===== src/rtl/alu_issue_ctrl.sv =====
// Issue stage for the clock-gated ALU: queues requests, issues one op at a time
// with a single-cycle en pulse, and returns the captured result with its tag.
module alu_issue_ctrl #(
    parameter int WIDTH = 16,
    parameter int DEPTH = 4,
    parameter int TAG_W = 4
) (
    input  logic                       clk,
    input  logic                       rst,
    input  logic                       in_valid,
    output logic                       in_ready,
    input  logic [WIDTH-1:0]           in_a,
    input  logic [WIDTH-1:0]           in_b,
    input  logic [3:0]                 in_op,
    input  logic [TAG_W-1:0]           in_tag,
    output logic [$clog2(DEPTH):0]     fifo_level,
    output logic [WIDTH-1:0]           alu_a,
    output logic [WIDTH-1:0]           alu_b,
    output logic [3:0]                 alu_op,
    output logic                       alu_en,
    input  logic [WIDTH-1:0]           alu_result,
    output logic                       out_valid,
    input  logic                       out_ready,
    output logic [WIDTH-1:0]           out_result,
    output logic [TAG_W-1:0]           out_tag,
    output logic                       out_err
);

    localparam int PTR_W = $clog2(DEPTH);
    localparam int LVL_W = PTR_W + 1;

    typedef enum logic [1:0] {
        IDLE  = 2'd0,
        ISSUE = 2'd1,
        CAPT  = 2'd2,
        RESP  = 2'd3
    } state_t;

    state_t             state_r;
    logic [PTR_W-1:0]   wr_ptr_r;
    logic [PTR_W-1:0]   rd_ptr_r;
    logic [LVL_W-1:0]   count_r;
    logic [LVL_W-1:0]   count_next_s;
    logic               in_ready_r;
    logic [WIDTH-1:0]   mem_a_r   [DEPTH];
    logic [WIDTH-1:0]   mem_b_r   [DEPTH];
    logic [3:0]         mem_op_r  [DEPTH];
    logic [TAG_W-1:0]   mem_tag_r [DEPTH];
    logic               push_s;
    logic               pop_s;
    logic               head_illegal_s;
    logic [WIDTH-1:0]   alu_a_r;
    logic [WIDTH-1:0]   alu_b_r;
    logic [3:0]         alu_op_r;
    logic               alu_en_r;
    logic               out_valid_r;
    logic [WIDTH-1:0]   out_result_r;
    logic [TAG_W-1:0]   out_tag_r;
    logic               out_err_r;

    assign push_s         = in_valid && in_ready_r;
    assign pop_s          = (state_r == IDLE) && (count_r != {LVL_W{1'b0}});
    assign head_illegal_s = (mem_op_r[rd_ptr_r] >= 4'd12);

    // Next occupancy; a simultaneous push and pop leaves the level unchanged
    always_comb begin
        count_next_s = count_r;
        if (push_s && !pop_s) begin
            count_next_s = count_r + LVL_W'(1);
        end else if (pop_s && !push_s) begin
            count_next_s = count_r - LVL_W'(1);
        end else begin
            count_next_s = count_r;
        end
    end

    // FIFO pointers, level and registered ready (ready derived from next level)
    always_ff @(posedge clk) begin
        if (rst) begin
            wr_ptr_r   <= {PTR_W{1'b0}};
            rd_ptr_r   <= {PTR_W{1'b0}};
            count_r    <= {LVL_W{1'b0}};
            in_ready_r <= 1'b1;
        end else begin
            if (push_s) wr_ptr_r <= wr_ptr_r + PTR_W'(1);
            if (pop_s)  rd_ptr_r <= rd_ptr_r + PTR_W'(1);
            count_r    <= count_next_s;
            in_ready_r <= (count_next_s != LVL_W'(DEPTH));
        end
    end

    // FIFO storage; contents need no reset since the level gates every read
    always_ff @(posedge clk) begin
        if (push_s) begin
            mem_a_r[wr_ptr_r]   <= in_a;
            mem_b_r[wr_ptr_r]   <= in_b;
            mem_op_r[wr_ptr_r]  <= in_op;
            mem_tag_r[wr_ptr_r] <= in_tag;
        end
    end

    // Issue FSM; ALU operands load only on a legal pop so idle inputs never toggle
    always_ff @(posedge clk) begin
        if (rst) begin
            state_r      <= IDLE;
            alu_a_r      <= {WIDTH{1'b0}};
            alu_b_r      <= {WIDTH{1'b0}};
            alu_op_r     <= 4'd0;
            alu_en_r     <= 1'b0;
            out_valid_r  <= 1'b0;
            out_result_r <= {WIDTH{1'b0}};
            out_tag_r    <= {TAG_W{1'b0}};
            out_err_r    <= 1'b0;
        end else begin
            case (state_r)
                IDLE: begin
                    if (pop_s) begin
                        out_tag_r <= mem_tag_r[rd_ptr_r];
                        if (head_illegal_s) begin
                            out_result_r <= {WIDTH{1'b0}};
                            out_err_r    <= 1'b1;
                            out_valid_r  <= 1'b1;
                            state_r      <= RESP;
                        end else begin
                            alu_a_r  <= mem_a_r[rd_ptr_r];
                            alu_b_r  <= mem_b_r[rd_ptr_r];
                            alu_op_r <= mem_op_r[rd_ptr_r];
                            alu_en_r <= 1'b1;
                            state_r  <= ISSUE;
                        end
                    end
                end
                ISSUE: begin
                    alu_en_r <= 1'b0;
                    state_r  <= CAPT;
                end
                CAPT: begin
                    out_result_r <= alu_result;
                    out_err_r    <= 1'b0;
                    out_valid_r  <= 1'b1;
                    state_r      <= RESP;
                end
                RESP: begin
                    if (out_ready) begin
                        out_valid_r <= 1'b0;
                        state_r     <= IDLE;
                    end
                end
                default: begin
                    alu_en_r    <= 1'b0;
                    out_valid_r <= 1'b0;
                    state_r     <= IDLE;
                end
            endcase
        end
    end

    assign in_ready   = in_ready_r;
    assign fifo_level = count_r;
    assign alu_a      = alu_a_r;
    assign alu_b      = alu_b_r;
    assign alu_op     = alu_op_r;
    assign alu_en     = alu_en_r;
    assign out_valid  = out_valid_r;
    assign out_result = out_result_r;
    assign out_tag    = out_tag_r;
    assign out_err    = out_err_r;

endmodule


===== config.mk =====
export PLATFORM = sky130hd
export DESIGN_NAME = alu_issue_ctrl
export DESIGN_NICKNAME = d
export VERILOG_FILES = /design/src/rtl/alu_issue_ctrl.sv
export SDC_FILE = /design/constraint.sdc
export NUM_CORES = 1
export LEC_CHECK = 0
export CORE_UTILIZATION = 54
export CTS_CLUSTER_SIZE = 28
export DETAILED_ROUTE_END_ITERATION = 12
export PLACE_DENSITY = 0.8
export SLEW_MARGIN = 20
export SYNTH_ARGS = -nofsm -noshare
export SYNTH_HDL_FRONTEND = slang
export SYNTH_SLANG_ARGS = --single-unit

===== constraint.sdc =====
create_clock -name clk -period 2.85 [get_ports clk]
set_clock_uncertainty 0.2 [all_clocks]
set_input_delay 0.285 -clock clk [delete_from_list [all_inputs] [get_ports clk]]
set_output_delay 0.285 -clock clk [all_outputs]
set_load 0.005 [all_outputs]

==> impl_metrics.xml, run 1 <==
<?xml version="1.0" encoding="UTF-8"?>
<metrics>
  <group name="run_status">
    <metric name="status" unit="">completed</metric>
  </group>
  <group name="route">
    <metric name="count_of_vias_placed_by_the_detailed_router" unit="">5087</metric>
    <metric name="wire_per_inst" unit="um">19.6</metric>
    <metric name="vias_per_cell" unit="">5.57</metric>
    <metric name="ant_nets" unit="">0</metric>
    <metric name="wl" unit="mm">17.9</metric>
    <metric name="drt_first_iter_violations" unit="">289</metric>
    <metric name="drt_pre_antenna_iters" unit="">4</metric>
    <metric name="route.detailed.drc" unit="">0</metric>
  </group>
  <group name="hold_path">
    <metric name="worst_hold_path_type" unit="">input port to flip-flop</metric>
    <metric name="worst_hold_startpoint" unit="">alu_result[1]</metric>
    <metric name="worstHoldPathCells" unit="">3</metric>
    <metric name="hold_end" unit="">out_result[1]$_SDFFE_PP0P_</metric>
  </group>
  <group name="power">
    <metric name="leakage" unit="uW">0.00362</metric>
    <metric name="cell_internal_pwr" unit="uW">7210</metric>
    <metric name="power.ir.vdd_worst" unit="uV">546</metric>
    <metric name="cellPowerDensity" unit="mW/mm^2">927</metric>
    <metric name="power_frac_seq" unit="%">43.4</metric>
    <metric name="p_sw_share" unit="%">28.7</metric>
    <metric name="power.share.combinational" unit="%">26.6</metric>
    <metric name="fin_total_pwr" unit="uW">10100</metric>
    <metric name="power_switching" unit="uW">2910</metric>
    <metric name="power.clock.fraction" unit="%">30.0</metric>
  </group>
  <group name="place">
    <metric name="dp_worst_setup_slack" unit="ps">346</metric>
    <metric name="finalWeightedCongestion" unit="">0.768</metric>
    <metric name="portBuffers" unit="">122</metric>
    <metric name="dpl-instance-area" unit="mm^2">0.0101</metric>
    <metric name="dp_hpwl" unit="mm">10.4</metric>
  </group>
  <group name="setup_path">
    <metric name="worst_setup_sp_type" unit="">flip-flop</metric>
    <metric name="r2r_cells" unit="">6</metric>
    <metric name="end_of_the_worst_register_to_register_path" unit="">out_result[13]$_SDFFE_PP0P_</metric>
    <metric name="cpMaxStageDelayCell" unit="">ha_1</metric>
    <metric name="crit_buf_inv" unit="">1</metric>
    <metric name="ff2ff_setup_slack" unit="ps">290</metric>
    <metric name="r2r_start" unit="">state_r[0]$_SDFFE_PP0P_</metric>
    <metric name="crit_path_cell_trace" unit="">inv_1 -&gt; ha_1 -&gt; nor2b_1 -&gt; a41o_1 -&gt; nand3_1 -&gt; a21oi_1</metric>
    <metric name="worstSetupEndpointType" unit="">flip-flop</metric>
    <metric name="required" unit="ps">3060</metric>
    <metric name="critical-path-max-stage-delay" unit="ps">590</metric>
    <metric name="worstPathArrival" unit="ps">2770</metric>
    <metric name="path_type_of_the_worst_setup_path" unit="">flip-flop to flip-flop</metric>
    <metric name="critPathTopFamily" unit="">compound AO/OA/AOI/OAI gates</metric>
    <metric name="worst-path-max-fanout" unit="">19</metric>
  </group>
  <group name="timing">
    <metric name="max_freq" unit="GHz">0.390</metric>
    <metric name="final_hold_viol_count" unit="">0</metric>
    <metric name="post_layout_min_period" unit="ps">2560</metric>
    <metric name="tightestPinTransition" unit="ps">772</metric>
    <metric name="rsz0062_at_grt" unit="">no</metric>
    <metric name="fin_tns_setup" unit="ps">0</metric>
    <metric name="setup_viol_count_final" unit="">0</metric>
    <metric name="holdWs" unit="ps">167</metric>
    <metric name="max-slew-margin-rel" unit="%">48.5</metric>
    <metric name="final_critical_path_setup_slack" unit="ps">287</metric>
    <metric name="timing.final.crit_share" unit="%">89.9</metric>
    <metric name="finalMaxSlewViolations" unit="">0</metric>
  </group>
  <group name="global_route">
    <metric name="grt_pass1_vias" unit="">5317</metric>
    <metric name="grt_util_met2" unit="%">39.9</metric>
    <metric name="grt_overflow" unit="">0</metric>
    <metric name="number_of_antenna_violations_at_the_first_check_in_global_routing" unit="">0</metric>
    <metric name="global_route.usage.total" unit="%">22.6</metric>
    <metric name="groute.layer.met3.usage" unit="%">4.34</metric>
    <metric name="grt_use_met1" unit="%">28.4</metric>
    <metric name="grt-busiest-layer" unit="">met2</metric>
    <metric name="grt_first_pass_wirelength" unit="mm">28.1</metric>
    <metric name="grt_max_degree" unit="">41</metric>
  </group>
  <group name="flow_run">
    <metric name="maxCapViolCount" unit="">0</metric>
  </group>
  <group name="finish">
    <metric name="layout.nets" unit="">757</metric>
    <metric name="fraction_of_layout_instances_using_a_drive_strength_above_1" unit="%">14.4</metric>
    <metric name="post-route-cell-area" unit="mm^2">0.0109</metric>
    <metric name="layout-area-overhead-vs-synth" unit="%">26.7</metric>
    <metric name="n_antenna_cell" unit="">0</metric>
  </group>
  <group name="logic_synthesis">
    <metric name="synth_xor_area_share" unit="%">0.305</metric>
    <metric name="simple_gate_fraction_of_synth_area" unit="%">7.15</metric>
    <metric name="synth_top_family_by_area" unit="">multiplexers</metric>
    <metric name="post_synth_main_area_contributors" unit="">edfxtp_1 (56%), dfxtp_1 (17%), mux4_2 (10%)</metric>
    <metric name="synth_area" unit="mm^2">0.00861</metric>
    <metric name="async_set_or_reset_register_ratio_after_synthesis" unit="%">0</metric>
    <metric name="synth_common_cells" unit="">edfxtp_1 (160), nand2_1 (98), dfxtp_1 (71)</metric>
    <metric name="synth-seq-cells" unit="">231</metric>
    <metric name="synth_enable_flop_cells" unit="">160</metric>
    <metric name="post_synth_inst_count" unit="">554</metric>
    <metric name="ys.warnings.count" unit="">0</metric>
    <metric name="dominantRegCellSynth" unit="">edfxtp_1</metric>
    <metric name="synth_sequential_area_ratio" unit="%">72.3</metric>
    <metric name="synth_adder_area_share" unit="%">1.89</metric>
    <metric name="top_area_cell_type_share_of_the_netlist_area" unit="%">55.8</metric>
    <metric name="muxShareOfSynthArea" unit="%">10.5</metric>
    <metric name="post_synth.cell_area_avg" unit="um^2">15.5</metric>
    <metric name="post-synth-top-count-cell" unit="">edfxtp_1</metric>
    <metric name="netlist-cell-type-count" unit="">40</metric>
    <metric name="synth_compound_area_share" unit="%">5.61</metric>
    <metric name="mappedNetlistNets" unit="">627</metric>
    <metric name="synth_area_leader_cell" unit="">edfxtp_1</metric>
  </group>
  <group name="cts">
    <metric name="cts.repair.resized" unit="">0</metric>
    <metric name="cts.htree.levels" unit="">1</metric>
    <metric name="clock_tree.root_cell" unit="">clkbuf_16</metric>
    <metric name="insertion_delay" unit="ps">500</metric>
    <metric name="cts_post_setup_buffers_inserted" unit="">0</metric>
    <metric name="clkSlewWorstSetupHoldPaths" unit="ps">60</metric>
    <metric name="clock_path_buffers" unit="">3</metric>
    <metric name="tritoncts" unit="">yes</metric>
    <metric name="cts.sinks" unit="">231</metric>
    <metric name="holdBufCountCts" unit="">0</metric>
    <metric name="cts_made_buffers" unit="">24</metric>
  </group>
  <group name="floorplan">
    <metric name="dieHeight" unit="um">128</metric>
    <metric name="placeable_core_region" unit="mm^2">0.0154</metric>
    <metric name="number_of_placed_i_o_pins" unit="">123</metric>
    <metric name="floorplan.die.width" unit="um">128</metric>
    <metric name="initial_utilization" unit="%">56.0</metric>
    <metric name="full_die_area" unit="mm^2">0.0164</metric>
    <metric name="num_rows" unit="">45</metric>
  </group>
</metrics>
## state kept, by name (all words and copies together) (netlist names), 2 cells and up, named ones only
register    cells
mem_tag_r      16
out_result     16
alu_a          16
wr_ptr_r        2
state_r         2
rd_ptr_r        2
mem_a_r        64
fifo_level      3
alu_op          4
mem_op_r       16
alu_b          16
mem_b_r        64
out_tag         4
## metrics by stage
step	utilization (%)	std cells
final	71.0	913
after global routing	71.0	913
after CTS	71.0	913
after detailed placement	65.9	869
after global placement	65.9	869
after floorplan	-	554
## cell families (layout without fill, tap and decap cells)
group,Yosys count,count (layout)
flops,231,231
mux,40,40
xor+xnor,3,3
compound gates,80,80
fa+ha+maj,13,13
simple gates,145,145
buf+inv,42,190
## worst min-delay path, delay by kind of cell
family / cells / cell delay (ps)
buffers and inverters: 1 / 400
AND/OR/NAND/NOR: 1 / 80
AO/OA/AOI/OAI: 1 / 60
## cell type report
type | instances | area, um^2
Sequential cell | 231 | 6230
Tap cell | 211 | 264
Timing Repair Buffer | 134 | 1390
Clock buffer | 28 | 657
Multi-Input combinational cell | 281 | 2190
Fill cell | 939 | 4460
Inverter | 12 | 45.0
Clock inverter | 16 | 126
## cell usage in the layout (no fill, tap or decap), types with 5 or more instances in the layout
| cell | Yosys | final |
|---|---|---|
| edfxtp_1 | 160 | 160 |
| clkdlybuf4s50_1 | 0 | 121 |
| nand2_1 | 98 | 98 |
| dfxtp_1 | 71 | 69 |
| a21oi_1 | 60 | 60 |
| mux4_2 | 40 | 40 |
| clkbuf_16 | 0 | 25 |
| nand3_1 | 18 | 18 |
| ha_1 | 13 | 13 |
| inv_1 | 11 | 11 |
| nor2_1 | 8 | 8 |
| clkinv_2 | 0 | 8 |
| buf_12 | 0 | 7 |
| clkinv_1 | 1 | 6 |
| nor3_1 | 5 | 5 |
| buf_4 | 1 | 5 |
## routing by layer
layer	part of all wire (%)	vias up
met5	0	-
met4	1.8	0
met3	6.2	27
met2	52	190
met1	40	2527
li1	-	2343
## worst max-delay path by stage
stage                              from                          end  cells past startpoint
5_1_grt         state_r[0]$_SDFFE_PP0P_  out_result[13]$_SDFFE_PP0P_                      6
3_3_place_gp    state_r[1]$_SDFFE_PP0P_          alu_en$_SDFFE_PP0P_                      7
3_5_place_dp    state_r[0]$_SDFFE_PP0P_  out_result[13]$_SDFFE_PP0P_                      6
2_1_floorplan  wr_ptr_r[0]$_SDFFE_PP0P_      mem_a_r[2][0]$_DFFE_PP_                      3
6_report        state_r[0]$_SDFFE_PP0P_  out_result[13]$_SDFFE_PP0P_                      6
4_1_cts         state_r[0]$_SDFFE_PP0P_  out_result[13]$_SDFFE_PP0P_                      6
## power groups by stage
stage,registers (uW),logic (uW),clock network (uW)
finish,4390,2690,3030
global route,4440,2930,3220
CTS,4390,2710,3080
detailed placement,4450,2670,0
global placement,4410,2580,0
floorplan,4370,1590,0
No activity file was read; power rests on OpenSTA's default activity.
==> run 2: changes to the inputs <==
--- a/config.mk
+++ b/config.mk
@@ -5,10 +5,12 @@
 export SDC_FILE = /design/constraint.sdc
 export NUM_CORES = 1
 export LEC_CHECK = 0
+export ABC_AREA = 0
 export CORE_UTILIZATION = 54
 export CTS_CLUSTER_SIZE = 28
 export DETAILED_ROUTE_END_ITERATION = 12
 export PLACE_DENSITY = 0.8
+export SKIP_LAST_GASP = 1
 export SLEW_MARGIN = 20
 export SYNTH_ARGS = -nofsm -noshare
 export SYNTH_HDL_FRONTEND = slang
==> results of run 2 <==
No change in the layout: final DEF, timing and power equal those of run 1.
